===== config.mk =====
export PLATFORM = sky130hd
export DESIGN_NAME = uart_tx_param
export DESIGN_NICKNAME = d
export VERILOG_FILES = /design/src/rtl/uart_tx_param.sv
export SDC_FILE = /design/constraint.sdc
export NUM_CORES = 1
export LEC_CHECK = 0
export ABC_AREA = 1
export BUFFER_PORTS_ARGS = -buffer_cell sky130_fd_sc_hd__buf_2
export CORE_MARGIN = 8
export CORE_UTILIZATION = 40
export DETAILED_ROUTE_END_ITERATION = 10
export PLACE_DENSITY = 0.57
export SETUP_SLACK_MARGIN = 0.2
export SLEW_MARGIN = 20
export SYNTH_ARGS = -nofsm -noshare
export SYNTH_HDL_FRONTEND = slang
export SYNTH_SLANG_ARGS = --single-unit

===== constraint.sdc =====
create_clock -name clk -period 2 [get_ports clk]
set_input_delay 0.1 -clock clk [delete_from_list [all_inputs] [get_ports clk]]
set_output_delay 0.1 -clock clk [all_outputs]
set_load 0.05 [all_outputs]

===== src/rtl/uart_tx_param.sv =====
// uart_tx_param: parameterized UART transmitter.
// Frame: start(0), DATA_W data bits LSB first, optional parity, STOP_BITS stop(1).
// Each line bit is held for CLKS_PER_BIT clk cycles.
// Ports:
//   clk      - clock, rising edge
//   rst      - asynchronous active-high reset
//   tx_ena   - send request, accepted only while idle
//   tx_data  - payload, latched on acceptance
//   tx       - registered serial line, idles high
//   tx_busy  - high while a frame is in progress
//   tx_done  - one-cycle pulse on the edge that returns to idle
module uart_tx_param #(
  parameter int DATA_W       = 8,
  parameter int CLKS_PER_BIT = 4,
  parameter int PARITY_EN    = 0,
  parameter int PARITY_ODD   = 0,
  parameter int STOP_BITS    = 1
) (
  input  logic              clk,
  input  logic              rst,
  input  logic              tx_ena,
  input  logic [DATA_W-1:0] tx_data,
  output logic              tx,
  output logic              tx_busy,
  output logic              tx_done
);

  localparam int BW = (CLKS_PER_BIT > 1) ? $clog2(CLKS_PER_BIT) : 1;
  localparam int IW = $clog2(DATA_W + 1);
  localparam logic [BW-1:0] BAUD_LAST = BW'(CLKS_PER_BIT - 1);
  localparam logic [IW-1:0] DATA_LAST = IW'(DATA_W - 1);
  localparam logic [IW-1:0] STOP_LAST = IW'(STOP_BITS - 1);
  localparam logic          ODD       = (PARITY_ODD != 0);
  localparam logic          PAR_ON    = (PARITY_EN != 0);

  typedef enum logic [2:0] {IDLE, START, DATA, PARITY, STOP} state_t;

  state_t            state_q, state_d;
  logic [BW-1:0]     baud_q, baud_d;
  logic [IW-1:0]     idx_q, idx_d;
  logic [DATA_W-1:0] data_q, data_d;
  logic              tx_q, tx_d;
  logic              busy_q, busy_d;
  logic              done_q, done_d;

  logic              bit_end;
  logic [IW-1:0]     nxt_idx;
  logic [DATA_W-1:0] data_sh;

  always_ff @(posedge clk or posedge rst) begin
    if (rst) begin
      state_q <= IDLE;
      baud_q  <= '0;
      idx_q   <= '0;
      data_q  <= '0;
      tx_q    <= 1'b1;
      busy_q  <= 1'b0;
      done_q  <= 1'b0;
    end else begin
      state_q <= state_d;
      baud_q  <= baud_d;
      idx_q   <= idx_d;
      data_q  <= data_d;
      tx_q    <= tx_d;
      busy_q  <= busy_d;
      done_q  <= done_d;
    end
  end

  // Outputs are computed one cycle ahead so tx/busy/done come straight off flops.
  always_comb begin
    state_d = state_q;
    baud_d  = baud_q;
    idx_d   = idx_q;
    data_d  = data_q;
    tx_d    = tx_q;
    busy_d  = busy_q;
    done_d  = 1'b0;
    bit_end = (baud_q == BAUD_LAST);
    nxt_idx = idx_q + 1'b1;
    data_sh = data_q >> nxt_idx;

    if (state_q == IDLE) begin
      tx_d   = 1'b1;
      busy_d = 1'b0;
      if (tx_ena) begin
        data_d  = tx_data;
        state_d = START;
        tx_d    = 1'b0;
        busy_d  = 1'b1;
        baud_d  = '0;
        idx_d   = '0;
      end
    end else if (!bit_end) begin
      baud_d = baud_q + 1'b1;
    end else begin
      baud_d = '0;
      case (state_q)
        START: begin
          state_d = DATA;
          idx_d   = '0;
          tx_d    = data_q[0];
        end
        DATA: begin
          if (idx_q == DATA_LAST) begin
            idx_d = '0;
            if (PAR_ON) begin
              state_d = PARITY;
              tx_d    = (^data_q) ^ ODD;
            end else begin
              state_d = STOP;
              tx_d    = 1'b1;
            end
          end else begin
            idx_d = nxt_idx;
            tx_d  = data_sh[0];
          end
        end
        PARITY: begin
          state_d = STOP;
          idx_d   = '0;
          tx_d    = 1'b1;
        end
        STOP: begin
          tx_d = 1'b1;
          if (idx_q == STOP_LAST) begin
            state_d = IDLE;
            idx_d   = '0;
            busy_d  = 1'b0;
            done_d  = 1'b1;
          end else begin
            idx_d = nxt_idx;
          end
        end
        default: begin
          state_d = IDLE;
          tx_d    = 1'b1;
          busy_d  = 1'b0;
        end
      endcase
    end
  end

  assign tx      = tx_q;
  assign tx_busy = busy_q;
  assign tx_done = done_q;

endmodule


==> metrics.cfg <==
[finish]
fillCellCount=255
antenna_cells=0
final_area_sq_um=1217
multiInputGateArea_sq_um=479.2
final_common_cell=nand2_1
area_growth_pct=13.01
final_cell_mix=22 x nand2_1, 18 x dfrtp_1, 17 x inv_1
finish.utilization_pct=45.72
drive_gt1_share_pct=22.22
nNetsFinal=159
regArea_sq_um=503.0

[clock_tree]
numCtsBuffers=3
clockRootBuffer=clkbuf_4
cts_setup_buffers=0
clock_sinks=20
clock_latency_ns=0.30
cts_buffer_depth=2
clk_pin_slew_ns=0.11
cts_tree=yes
cts.htree.levels=1

[worst_setup_path]
critPathMaxStageDelay_ns=0.45
crit_slowest_cell=dfrtp_2
path_class=reg2reg
cpLargestDelayFamily=flip-flops
critPathRequiredTime_ns=2.22
crit_arrival_ns=1.85
start_kind=register
path_cells=inv_1, ha_1, nand3_1, nand4_1, a21oi_1, nand2_2, o22ai_1
crit_fanout=8
critPathBufInv=1
end_kind=register

[timing]
setup_ws_ns=0.3682
tightestPinTransition_ns=0.7689
finalCritPeriodShare_pct=81.59
max-slew-margin-rel_pct=48.68
max_freq_mhz=612.8
hold_viol_final=0
maxSlewViolCount=0
setup_viol=0
tns_ns=0
skew_ns=0.004603
min_period_ns=1.632
whs_ns=0.04353
rsz0062_at_grt=no

[routing]
routed-via-count=886
dr.first_iter.drc_count=31
antenna_left=0
avgViaCountPerCell=5.063
dr.pass1.iters=5
wl_per_cell_um=12.38
drc=0
wirelength_mm=2.166

[placement]
dp_slack_ns=0.3252
place_congestion=0.9423
place_area_sq_um=1160
hpwl_mm=1.614
io_buffers=13

[die]
row_count=19
die_area_sq_um=4610
die_y_um=67.90
core_area_sq_um=2663
io_pins=14
fp.dieW_um=67.90
start_util_pct=40.46

[synthesis]
netlist.area_leader.share_pct=44.13
synthTopCellsByArea=dfrtp_1 44%, nand2_1 7.7%, nand3_1 6.0%, inv_1 5.9%, a21oi_1 4.2%
synth_seq_cells=20
synth_largest_area_cell=dfrtp_1
synth_nets=141
avgSynthCellArea_sq_um=8.483
synth_cell_types=26
ys_warn_count=0
synthesis.area_sq_um=1077
ys_seq_area_share_pct=46.57
synthCells=127

[global_route]
grt_pass1_wl_mm=3.746
overflow=0
track_usage_pct=10.53
antenna_found_initial=0
grt_max_degree=21
grt_pass1_vias=869

[power]
p_per_area_nw_per_um2=1614
max-vdd-ir-drop_mv=0.9094
cellLeakagePower_uw=0.0006192

[hold_path]
hold_path_class=in2reg

[flow_run]
maxCapViolCount=0

[outcome]
status=completed

-- worst reg2reg max path, cell delays in order, from the launching register on --
cell and delay [ns]:
dfrtp_2 0.45, inv_1 0.12, ha_1 0.21, nand3_1 0.11, nand4_1 0.14, a21oi_1 0.30
nand2_2 0.10, o22ai_1 0.13
-- per-stage QoR --
| step | std cells | power (uW) |
|---|---|---|
| CTS | 174 | 1981 |
| floorplan | 127 | 1540 |
| detailed placement | 169 | 1734 |
| global route | 175 | 2145 |
| global placement | 169 | 1709 |
| finish | 175 | 1965 |
-- power breakdown --
group	internal (uW)	total (uW)	switching, uW	leakage (uW)
clock network	111	235	124	0.0000210
logic	356	1030	670	0.000358
registers	582	703	122	0.000240
total	1050	1960	916	0.000619
-- area by class of cell --
class,count,share of cell area (%)
timing repair buffer,15,6.989
inverter,20,6.166
multi-input combinational,85,39.36
sequential,20,41.32
clock buffer,4,2.980
tap,31,3.186
-- flip-flops by register name, indices dropped and copies added (netlist names) --
signal,cells
tx_busy,1
tx,1
state_q,3
tx_done,1
data_q,8
baud_q,2
idx_q,4
-- synth_stat cells --
library cell / n
nand2_1: 22
dfrtp_1: 19
inv_1: 17
nand3_1: 13
nor2_1: 10
a21oi_1: 9
o21ai_0: 6
nand2_2: 4
ha_1: 3
inv_2: 3
nor3_1: 3
o22ai_1: 3
xor2_1: 2
a21o_1: 1
a21oi_2: 1
a21oi_4: 1
buf_4: 1
clkbuf_8: 1
dfstp_2: 1
mux2_2: 1
nand2_4: 1
nand4_1: 1
nor2_4: 1
o211ai_1: 1
o21ai_4: 1
xnor2_1: 1
-- cell families after synthesis --
kind of cell,after synthesis,synth area share [%]
AND/OR/NAND/NOR,55,23.58
flip-flops,20,46.57
buffers and inverters,22,8.943
XOR/XNOR,3,2.439
AO/OA/AOI/OAI,23,13.94
multiplexers,1,1.045
adder cells (fa/ha/maj),3,3.485
-- worst paths after layout --
| check | startpoint | endpoint | slack (ns) | cells past startpoint |
|---|---|---|---|---|
| hold / removal | tx_data[3] | data_q[3]$_DFFE_PP0P_ | 0.04 | 3 |
| hold reg to reg | tx$_DFFE_PP1P_ | tx$_DFFE_PP1P_ | 0.47 | 2 |
| setup / recovery | idx_q[0]$_DFFE_PP0P_ | idx_q[1]$_DFFE_PP0P_ | 0.37 | 7 |
| max in group asynchronous | rst | idx_q[0]$_DFFE_PP0P_ | 0.99 | 3 |
| min in group asynchronous | rst | baud_q[1]$_DFFE_PP0P_ | 0.47 | 3 |
| setup reg to reg | idx_q[0]$_DFFE_PP0P_ | idx_q[1]$_DFFE_PP0P_ | 0.37 | 7 |
-- layer usage --
layer | GRT usage (%) | wire length, um
met5 | 0 | 0
met4 | 3.069 | 10
met3 | 3.928 | 111
met2 | 17.75 | 1056
met1 | 12.27 | 989
-- timing repair --
item	4_1_cts	5_1_grt
endpoints found under the setup margin	0	5
endpoints found under the hold margin	19	1
hold buffers	1	1
resized for setup	0	1
Note: power is estimated with default switching activity, not from simulation.
